## src/rtl/wb_slot_scheduler.sv

```systemverilog
`default_nettype none
// ============================================================================
// Module   : wb_slot_scheduler
// Purpose  : Reserves future cycles of a single register-file writeback port
//            for fixed-latency execution units. An issue is granted only
//            when the writeback slot L cycles ahead is free. When that slot
//            arrives, the result's tag and source unit are driven on wb_*.
//            Optional macro WB_SCHED_OCC_EN adds the occ/full occupancy outputs.
// Revision : 1.0 - initial release
// ============================================================================
module wb_slot_scheduler #(
  parameter int NREQ      = 2,
  parameter int MAX_LAT   = 8,
  parameter int LAT_WIDTH = 4,
  parameter int TAG_WIDTH = 5,
  parameter int SRC_WIDTH = 3
) (
  input  logic                      clk,
  input  logic                      rst,
  input  logic [NREQ-1:0]           req_valid,
  input  logic [NREQ*LAT_WIDTH-1:0] req_lat,
  input  logic [NREQ*TAG_WIDTH-1:0] req_tag,
  input  logic                      flush,
  output logic [NREQ-1:0]           grant,
  output logic                      lat_err,
  output logic                      wb_valid,
  output logic [TAG_WIDTH-1:0]      wb_tag,
  output logic [SRC_WIDTH-1:0]      wb_src
`ifdef WB_SCHED_OCC_EN
  ,
  output logic [$clog2(MAX_LAT+1)-1:0] occ,
  output logic                         full
`endif
);

  typedef struct packed {
    logic                 valid;
    logic [TAG_WIDTH-1:0] tag;
    logic [SRC_WIDTH-1:0] src;
  } slot_t;

  // ent[k] holds the writeback that becomes visible on wb_* k cycles from now
  slot_t                ent     [1:MAX_LAT];
  slot_t                ent_nxt [1:MAX_LAT];
  // ins[L] is the entry granted this cycle with latency L
  slot_t                ins     [1:MAX_LAT];
  slot_t                wb_nxt;
  logic [SRC_WIDTH-1:0] rr_ptr;
  logic [SRC_WIDTH-1:0] rr_nxt;
  logic                 lat_bad;

  // Rotated-priority grant: each latency slot goes to the first eligible unit
  always_comb begin
    int                   idx;
    int                   last_idx;
    logic                 any_grant;
    logic [LAT_WIDTH-1:0] lat_j;
    grant     = '0;
    lat_bad   = 1'b0;
    any_grant = 1'b0;
    last_idx  = 0;
    idx       = 0;
    lat_j     = '0;
    for (int k = 1; k <= MAX_LAT; k++) ins[k] = '0;
    for (int j = 0; j < NREQ; j++) begin
      idx = int'(rr_ptr) + j;
      if (idx >= NREQ) idx = idx - NREQ;
      lat_j = req_lat[idx*LAT_WIDTH +: LAT_WIDTH];
      if (req_valid[idx] && ((lat_j == '0) || (int'(lat_j) > MAX_LAT)))
        lat_bad = 1'b1;
      for (int k = 1; k <= MAX_LAT; k++) begin
        // ins[k] already set means an earlier unit in the scan took slot k
        if (req_valid[idx] && !flush && !rst && (int'(lat_j) == k) &&
            !ent[k].valid && !ins[k].valid) begin
          grant[idx]    = 1'b1;
          ins[k].valid  = 1'b1;
          ins[k].tag    = req_tag[idx*TAG_WIDTH +: TAG_WIDTH];
          ins[k].src    = SRC_WIDTH'(idx);
          any_grant     = 1'b1;
          last_idx      = idx;
        end
      end
    end
    rr_nxt = any_grant ? SRC_WIDTH'((last_idx + 1) % NREQ) : rr_ptr;
  end

  // Shift the reservation line one slot closer, merging this cycle's grants
  always_comb begin
    wb_nxt = ins[1].valid ? ins[1] : ent[1];
    for (int k = 1; k < MAX_LAT; k++)
      ent_nxt[k] = ins[k+1].valid ? ins[k+1] : ent[k+1];
    ent_nxt[MAX_LAT] = '0;
    if (flush) begin
      wb_nxt.valid = 1'b0;
      for (int k = 1; k <= MAX_LAT; k++) ent_nxt[k] = '0;
    end
  end

  // Reservation line, writeback outputs, round-robin pointer and error pulse
  always_ff @(posedge clk or posedge rst) begin
    if (rst) begin
      for (int k = 1; k <= MAX_LAT; k++) ent[k] <= '0;
      rr_ptr   <= '0;
      wb_valid <= 1'b0;
      wb_tag   <= '0;
      wb_src   <= '0;
      lat_err  <= 1'b0;
    end else begin
      for (int k = 1; k <= MAX_LAT; k++) ent[k] <= ent_nxt[k];
      rr_ptr   <= rr_nxt;
      lat_err  <= lat_bad;
      wb_valid <= wb_nxt.valid;
      // tag/src only move on a real writeback so idle cycles hold them
      if (wb_nxt.valid) begin
        wb_tag <= wb_nxt.tag;
        wb_src <= wb_nxt.src;
      end
    end
  end

`ifdef WB_SCHED_OCC_EN
  logic [$clog2(MAX_LAT+1)-1:0] occ_nxt;

  // Count of live reservations after this edge's update
  always_comb begin
    occ_nxt = '0;
    for (int k = 1; k <= MAX_LAT; k++)
      occ_nxt = occ_nxt + {{($clog2(MAX_LAT+1)-1){1'b0}}, ent_nxt[k].valid};
  end

  // Occupancy register
  always_ff @(posedge clk or posedge rst) begin
    if (rst) occ <= '0;
    else     occ <= occ_nxt;
  end

  assign full = (int'(occ) == MAX_LAT - 1);
`endif

endmodule
`default_nettype wire

```

## config.mk

```make
export PLATFORM = sky130hd
export DESIGN_NAME = wb_slot_scheduler
export DESIGN_NICKNAME = d
export VERILOG_FILES = /design/src/rtl/wb_slot_scheduler.sv
export SDC_FILE = /design/constraint.sdc
export NUM_CORES = 1
export LEC_CHECK = 0
export BUFFER_PORTS_ARGS = -buffer_cell sky130_fd_sc_hd__buf_4
export CORE_MARGIN = 4
export CORE_UTILIZATION = 58
export DETAILED_ROUTE_END_ITERATION = 7
export PLACE_DENSITY = 0.76
export SETUP_SLACK_MARGIN = 0.4
export SLEW_MARGIN = 20
export SYNTH_ARGS = -nofsm -noshare
export SYNTH_HDL_FRONTEND = slang
export SYNTH_SLANG_ARGS = --single-unit
```

## constraint.sdc

```tcl
create_clock -name clk -period 5.5 [get_ports clk]
set_clock_uncertainty 0.05 [all_clocks]
set_input_delay 0.55 -clock clk [delete_from_list [all_inputs] [get_ports clk]]
set_output_delay 0.55 -clock clk [all_outputs]
set_load 0.005 [all_outputs]
```

==> impl_metrics.json <==
{
  "critPathRequiredTime_ns": 4.90,
  "ir_worst_vdd_mv": 0.168,
  "cts_buffers": 9,
  "period_share_pct": 87.3,
  "vias": 4563,
  "fp.dieH_um": 99.4,
  "clkTransAtPathRegs_ns": 0.08,
  "cpPeakStageDelay_ns": 0.69,
  "grt_usage_pct": 29.1,
  "post_cts_buffers": 0,
  "avgRoutedWirePerCell_um": 20.6,
  "crit_fanout": 28,
  "critPathKind": "flop to primary output",
  "syn_to_final_growth_pct": 11.4,
  "antenna_left": 0,
  "cts_tree": "built",
  "totalWireLength_um": 13900,
  "grt-ovfl-total": 0,
  "htreeDepth": 3,
  "coreArea_mm2": 0.00818,
  "yosysSeqAreaShare_pct": 38.7,
  "max_freq_mhz": 208,
  "power_density_mw_per_mm2": 214,
  "ctsLongestPathBuffers": 2,
  "max_slew_margin_pct": 25.9,
  "cp_cell_sequence": "inv_1 > ha_1 > or4_1 > a21oi_1 > a31oi_1 > or4_4 > a22o_1 > buf_4",
  "n_antenna_cell": 0,
  "drc_errors": 0,
  "clockRootBuffer": "clkbuf_8",
  "nets": 599,
  "p_leak_uw": 0.00229,
  "syn_avg_cell_area_um2": 8.92,
  "rsz0062_at_grt": "no",
  "slowest_stage": "dfrtp_2",
  "netlist_instances": 543,
  "grt_max_degree": 63,
  "async_flop_share_pct": 100,
  "max_slew.worst_pin.slew_ns": 1.10,
  "maxCapViolations": 0,
  "initial_core_util_pct": 59.2,
  "ys_warn_count": 0,
  "period_needed_ns": 4.80,
  "hpwlAfterDp_um": 9910,
  "dieArea_mm2": 0.00988,
  "num_rows": 33,
  "grt_pass1_vias": 4401,
  "n_fill_cell": 684,
  "io_buffers": 34,
  "setup_violations": 0,
  "dr.pass1.iters": 5,
  "drive_above_1_share_pct": 15.2,
  "hold_slack_ns": 0.307,
  "fin_tns_setup_ns": 0,
  "pin_count": 35,
  "hold_buffers": 0,
  "status": "completed",
  "synth_cell_types": 75,
  "synth_seq_cells": 75,
  "synth_area_mm2": 0.00484,
  "dominantRegCellSynth": "dfrtp_1",
  "vias_per_cell": 6.74,
  "synth_edf_count": 0,
  "gp_congestion": 0.974,
  "finalHoldViolCount": 0,
  "dieWidth_um": 99.4,
  "min_path_type": "primary input to async pin",
  "path_delay_family": "simple AND/OR/NAND/NOR gates",
  "crit_buf_inv": 2,
  "endpoint_kind": "primary output",
  "clk_latency_ns": 0.35,
  "cts_sinks": 75,
  "cp_data_arrival_time_ns": 4.20,
  "antenna_found_initial": 0,
  "grt_pass1_wl_um": 22800,
  "slew_violations": 0,
  "cp-start-kind": "flop",
  "drt_iter0_drc": 324
}
cells in the mapped netlist (all sizes together) (4+ instances only):
cell    count  area share [%]
inv        23             1.8
clkbuf     19             1.5
or4         9             1.5
o21ai      18             1.9
o22ai       8             1.0
nor3       17             1.9
nand2      62             4.8
a22oi       8             1.2
nor4        9             1.3
nand2b      4            0.52
nor2b      15             2.0
o31ai       8             1.2
or2         4            0.52
ha          8             2.1
a211oi     12             2.1
mux2        6             1.4
nor3b       7             1.3
o21a        4            0.62
a21oi      46             4.8
or3         5            0.65
a222oi      7             1.4
nor2       39             3.1
buf        13             1.4
xnor2       4            0.72
o211ai      5            0.78
and3b       4            0.72
nor4b       6             1.1
dfrtp      75              39
and2        7            0.90
nand3      11             1.1
a31oi      10             1.3
mux2i      14             2.9
routing by layer:
metal | global-route usage [%] | vias to the layer above | part of all wire [%]
met2 | 46.6 | 217 | 48
met4 | 12.0 | 0 | 3.0
met5 | 0 | - | 0
li1 | - | 2081 | -
met3 | 6.10 | 34 | 7.5
met1 | 38.8 | 2231 | 41
layout make-up:
class / count / area (um^2) / share of cell area [%]
clock buffers: 10 / 138 / 2.55
clock inverters: 6 / 72.6 / 1.35
inverters: 23 / 86.3 / 1.60
multi-input cells: 414 / 2760 / 51.1
flip-flops and latches: 75 / 1880 / 34.8
well taps: 105 / 131 / 2.44
repair buffers: 44 / 330 / 6.12
final timing paths:
kind / start / to / slack, ns / cells after the start
min: rst / rr_ptr[1] / 0.31 / 2
min in group clk: ent[64] / wb_src[1] / 0.40 / 2
min reg2reg: ent[64] / wb_src[1] / 0.40 / 2
max reg2reg: rr_ptr[0] / ent[23] / 0.87 / 14
max: rr_ptr[0] / grant[0] / 0.70 / 8
max in group asynchronous: rst / ent[49] / 4.08 / 3
metrics by stage:
step	power, uW	utilization [%]	std cells	area [um^2]	setup slack [ns]
finish	1150	66.0	677	5400	0.697
global route	1200	66.0	677	5400	0.487
detailed placement	709	63.3	661	5180	0.861
global placement	708	63.3	661	5180	0.908
floorplan	659	-	544	4850	1.09
CTS	1150	65.9	677	5390	0.756
where the power goes:
group	internal (uW)	total, uW	leakage (uW)	switching [uW]
registers	558	563	0.00102	5.10
logic	50.8	138	0.00117	87.2
clock network	227	452	0.0000971	226
worst reg2reg max path, stage by stage (launching register included):
cell,delay (ns)
dfrtp_2,0.69
inv_1,0.34
ha_1,0.41
nor2b_1,0.29
nor2_1,0.12
ha_1,0.29
inv_1,0.05
fa_1,0.46
xnor2_1,0.27
xor2_1,0.21
a221o_1,0.35
and3_1,0.23
a31o_2,0.31
a222oi_1,0.35
nor2_1,0.08
cells in the final DEF (no fill, tap or decap), drive strengths merged, types with 5 or more instances in the layout:
cell type / n
nor3: 17
a222oi: 7
a211oi: 12
o21ai: 18
clkbuf: 10
a21oi: 46
mux2: 6
nor4b: 6
nor4: 9
inv: 25
nand2: 62
o22ai: 8
dfrtp: 75
nor2b: 15
or3: 5
or4: 9
ha: 8
nor3b: 7
o31ai: 8
a31oi: 10
buf: 44
nand3: 11
and2: 7
nor2: 39
o211ai: 5
mux2i: 14
a22oi: 8
what timing repair did:
item	4_1_cts	5_1_grt
endpoints found under the setup margin	0	6
resized for setup	0	1
hold endpoints to repair	0	0
sequential cells by signal (all words and copies together), names as in the netlist:
register and cells:
wb_tag 5, wb_src 3, ent 63, wb_valid 1, rr_ptr 2, lat_err 1
cell families (layout without fill, tap and decap cells):
family	Yosys count	in the layout	share of synthesized area (%)
compound gates	167	167	24.3
mux	23	23	5.68
other cells	1	2	0.0774
xor+xnor	6	6	1.39
buf+inv	55	83	4.65
fa+ha+maj	9	9	2.48
flops	75	75	38.7
simple gates	207	207	22.6
No activity file was read; power rests on OpenSTA's default activity.
